===== src/rtl/fifo_arb_pkg.sv =====
// fifo_arb_pkg: shared defaults, width helpers and error-cause codes for the fifo write arbiter.
package fifo_arb_pkg;
    localparam int NREQ_D  = 4;
    localparam int WIDTH_D = 8;
    localparam int DEPTH_D = 16;
    function automatic int cw_of(input int depth);
        return $clog2(depth + 1);
    endfunction
    function automatic int iw_of(input int nreq);
        return $clog2(nreq);
    endfunction
    typedef enum logic [1:0] {ERR_NONE, ERR_OVF, ERR_UDF} err_cause_e;
endpackage


===== src/rtl/rr_pick.sv =====
// rr_pick: combinational rotating-priority picker; searches upward starting just after ptr.
module rr_pick #(
    parameter int NREQ = 4,
    parameter int IW   = 2
) (
    input  logic [NREQ-1:0] req,
    input  logic [IW-1:0]   ptr,
    output logic [NREQ-1:0] gnt_raw,
    output logic [IW-1:0]   idx
);
    logic          w_found;
    logic [IW-1:0] w_j;
    always_comb begin
        gnt_raw = '0;
        idx     = '0;
        w_found = 1'b0;
        w_j     = '0;
        for (int k = 0; k < NREQ; k++) begin
            w_j = IW'((int'(ptr) + 1 + k) % NREQ);
            if (!w_found && req[w_j]) begin
                w_found      = 1'b1;
                gnt_raw[w_j] = 1'b1;
                idx          = w_j;
            end
        end
    end
endmodule


===== src/rtl/fifo_rr_arbiter.sv =====
// fifo_rr_arbiter: round-robin write arbiter feeding one fifo through a registered push stage,
// with a credit counter that tracks free slots including pushes still in flight.
module fifo_rr_arbiter
    import fifo_arb_pkg::*;
#(
    parameter int NREQ  = NREQ_D,
    parameter int WIDTH = WIDTH_D,
    parameter int DEPTH = DEPTH_D,
    parameter int CW    = cw_of(DEPTH),
    parameter int IW    = iw_of(NREQ)
) (
    input  logic                  clk,
    input  logic                  rstn,
    input  logic [NREQ-1:0]       req,
    input  logic [NREQ*WIDTH-1:0] wdata,
    output logic [NREQ-1:0]       gnt,
    output logic                  fifo_push,
    output logic [WIDTH-1:0]      fifo_wd,
    input  logic                  fifo_pop,
    input  logic                  fifo_full,
    output logic [CW-1:0]         credits,
    output logic [IW-1:0]         last_id,
    output logic                  err
);
    logic [IW-1:0]    r_ptr, r_last, w_idx;
    logic [NREQ-1:0]  w_gnt_raw;
    logic             r_push, r_err, w_g, w_udf;
    logic [WIDTH-1:0] r_wd;
    logic [CW-1:0]    r_credits, w_credits_nxt;

    rr_pick #(.NREQ(NREQ), .IW(IW)) u_pick (
        .req     (req),
        .ptr     (r_ptr),
        .gnt_raw (w_gnt_raw),
        .idx     (w_idx)
    );

    assign gnt           = (r_credits != '0) ? w_gnt_raw : '0;
    assign w_g           = |gnt;
    // A pop with every slot free is bogus: flag it and do not count it back.
    assign w_udf         = fifo_pop && (r_credits == CW'(DEPTH));
    assign w_credits_nxt = r_credits - CW'(w_g) + CW'(fifo_pop && !w_udf);

    always_ff @(posedge clk or negedge rstn) begin
        if (!rstn) begin
            r_push    <= 1'b0;
            r_wd      <= '0;
            r_last    <= '0;
            r_ptr     <= IW'(NREQ - 1);
            r_credits <= CW'(DEPTH);
            r_err     <= 1'b0;
        end else begin
            r_push    <= w_g;
            r_credits <= w_credits_nxt;
            if (w_g) begin
                r_wd   <= wdata[int'(w_idx)*WIDTH +: WIDTH];
                r_last <= w_idx;
                r_ptr  <= w_idx;
            end
            if (w_udf || (r_push && fifo_full))
                r_err <= 1'b1;
        end
    end

    assign fifo_push = r_push;
    assign fifo_wd   = r_wd;
    assign credits   = r_credits;
    assign last_id   = r_last;
    assign err       = r_err;
endmodule

===== config.mk =====
export PLATFORM = sky130hd
export DESIGN_NAME = fifo_rr_arbiter
export DESIGN_NICKNAME = d
export VERILOG_FILES = /design/src/rtl/fifo_arb_pkg.sv /design/src/rtl/rr_pick.sv /design/src/rtl/fifo_rr_arbiter.sv
export SDC_FILE = /design/constraint.sdc
export NUM_CORES = 1
export LEC_CHECK = 0
export BUFFER_PORTS_ARGS = -buffer_cell sky130_fd_sc_hd__buf_2
export CAP_MARGIN = 20
export CORE_MARGIN = 5
export CORE_UTILIZATION = 40
export CTS_CLUSTER_DIAMETER = 100
export DETAILED_ROUTE_END_ITERATION = 12
export PLACE_DENSITY = 0.72
export SYNTH_ARGS = -nofsm -noshare
export SYNTH_HDL_FRONTEND = slang
export SYNTH_SLANG_ARGS = --single-unit

===== constraint.sdc =====
create_clock -name clk -period 4.4 [get_ports clk]
set_input_delay 0.22 -clock clk [delete_from_list [all_inputs] [get_ports clk]]
set_output_delay 0.22 -clock clk [all_outputs]
set_load 0.01 [all_outputs]

==> summary.md <==
| Metric | Value |
|---|---|
| Worst slew margin | 0.7079 |
| Iter 0 DRT Violations | 100 |
| Crit path arrival time | 4340 ps |
| ANT cells | 0 |
| Detailed placement HPWL | roughly 3.1 mm |
| Drt drc | 0 |
| Outcome | complete, no violations |
| Sequential cell area fraction in the yosys report | 0.3119 |
| Setup Buffers After CTS | 0 |
| CTS tree | built |
| Initial antenna violation count | 0 |
| Number of gates resized after cts | 0 |
| Fin. max-slew vios | 0 |
| Crit path kind | reg2reg |
| Hold depth | 3 |
| Hold_buf cts | 1 |
| Worst reg2reg path depth | 18 |
| Final Skew | roughly 7.7 ps |
| Vias in the first global route | 1,289 |
| Switching Power | 861.4 µW |
| Top cells by area, synth | dfrtp_1, mux4_2, ha_1 |
| Synthesis Warnings | 0 |
| Count of cell types in the netlist | 40 |
| Gr usage total | 0.1498 |
| Cell Pwr Density | 1050 nW/µm² |
| Clk sinks | 19 |
| Chip width | around 72 µm |
| First-pass GRT wire length | around 6.2 mm |
| CP startpoint kind | flop |
| Setup violations, final | 0 |
| WHS | between 200 and 250 ps |
| Drt pass-1 iters | 4 |
| Comb power frac | 0.758 |
| Max Freq | approximately 240 MHz |
| GPL Wtd Cong | 0.8882 |
| Hold crit path type | in2reg |
| FP Rows | 22 |
| Final Cycle Share | 0.9460 |
| Internal power | 1158 µW |
| Via count | between 1,000 and 1,500 |
| RSZ-0062 raised after global routing | no |
| Share of layout cells above drive strength 1 | 0.4619 |
| Die Y | 71.98 µm |
| H-tree levels | 1 |
| CTS Root Cell | clkbuf_8 |
| CP endpoint kind | flop |
| Worst Path Max Fanout | 11 |
| Seq pwr share | 0.182 |
| Congestion Overflow GR | 0 |
| Syn avg cell area | 11.30 µm² |
| Final Hold Fails | 0 |
| IO Pins | 61 |
| Die area | slightly above 5000 µm² |
| Commonest non-fill, non-tap cell in the layout | buf_2 |
| Synth Flop Type | dfrtp_1 |
| DR vias/cell | 5.367 |
| Inserted Clock Buffers | 3 |
| Port buffer count | 60 |
| DRT antenna net count | 0 |
| Fin nets | 252 |
| Leakage | 0.0009497 µW |
| Final Cell Area | 1924 µm² |
| Largest net degree at the start of global routing | 20 |
| Core area | 3689 µm² |
| Commonest cells after routing, fill and taps aside | buf_2, dfrtp_1, ha_1 |
| Peak supply drop | 0.0005506 V |
| Setup TNS | 0 ps |
| Dpl cell area | ~1900 µm² |
| EDFF count, synth | 0 |
| Data required, critical path | between 4000 and 5000 ps |
| Max-cap viol count | 0 |
| Wirelength per Cell | 15.79 µm |
| Syn Nets | 190 |
| Synth area leader | dfrtp_1 |
| Switching Fraction | 0.4265 |
| Area Overhead vs Synth | 25.24% |
| Syn Inst Count | 136 |
| Initial core utilization | 0.4166 |
| Worst-margin pin slew | 438.1 ps |
| Post-synth ARST share | 1.000 |
| Clk pwr share | 0.059 |
| Minimum clock period | around 4200 ps |
| Worst-path clk slew | 70 ps |
| Top-area cell type share of the netlist area | 0.2606 |
| Worst-Skew Late Latency | approximately 250 ps |
| Total wire length | 3.868 mm |
| Clk buf depth | 2 |
| Flops & latches, synth | 19 |
| Post-Syn Area | 1536 µm² |
## cell families (layout without fill, tap and decap cells)
kind of cell,Yosys count,in the layout,synth area share
buffers and inverters,20,81,0.06432
AOI/OAI and AO/OA,29,29,0.1238
xor gates and xnor gates,4,4,0.02281
muxes,27,27,0.2793
and+or+nand+nor,23,23,0.07901
adders and majority gates,14,14,0.1189
DFF,19,19,0.3119
## worst paths after layout
check / start / endpoint / slack [ps]
worst max register to register: r_ptr[0] / credits[4] / 240
worst min-delay path: fifo_full / err / 210
worst max-delay path: r_ptr[0] / credits[4] / 240
max in group asynchronous: rstn / credits[4] / 3610
worst min register to register: fifo_wd[1] / fifo_wd[1] / 480
min in group asynchronous: rstn / fifo_wd[5] / 440
## through the flow
step,setup slack [ps],total power [µW],std cells,utilization
final,237.8,2020,245,0.5217
after floorplan,41.04,1597,136,-
after global routing,8.153,2201,245,0.5217
after detailed placement,283.2,1909,240,0.5068
after CTS,261.6,2041,245,0.5217
after global placement,341.3,1886,240,0.5068
## sequential cells by signal (all words and copies together), names as in the netlist
register   count
credits        5
last_id        2
fifo_push      1
fifo_wd        8
r_ptr          2
err            1
## cell usage after synthesis, types with 5 or more instances
cell,number
a21oi_1,11
dfrtp_1,16
ha_1,13
inv_1,12
mux2_4,8
mux2i_1,5
mux4_2,9
nand2_1,6
nor2_1,5
o21ai_0,5
## critical path, cell delays in order (launching register included)
cell,delay (ps)
dfstp_2,650
inv_1,140
ha_1,250
or2_1,290
or4_1,550
a21oi_1,410
a221oi_1,150
a21oi_1,220
or4_4,160
ha_1,220
inv_1,50
ha_1,150
inv_1,50
fa_1,400
inv_1,70
a21oi_1,50
nor2_1,80
nor2_1,50
xnor2_1,140
## area by class of cell
class	count	area, µm²
clock buffer	4	45.04
multi-input combinational	97	958.4
inverter	13	48.80
fill	344	1764
tap	48	60.06
sequential	19	479.2
timing repair buffer	64	332.8
## power groups by stage
stage	logic (µW)	registers (µW)	clock network, µW
2_1_floorplan	1200	395	0
3_5_place_dp	1540	373	0
3_3_place_gp	1520	369	0
4_1_cts	1550	370	124
6_report	1530	368	120
5_1_grt	1680	384	134
## layer usage
metal  share of wire  GRT usage  vias up
li1                -          -      624
met1            0.40     0.1879      654
met2            0.54     0.2663       33
met3           0.054    0.03740        4
met4          0.0088    0.02088        0
met5               0          0        -
Power figures use the tool's default switching activity.
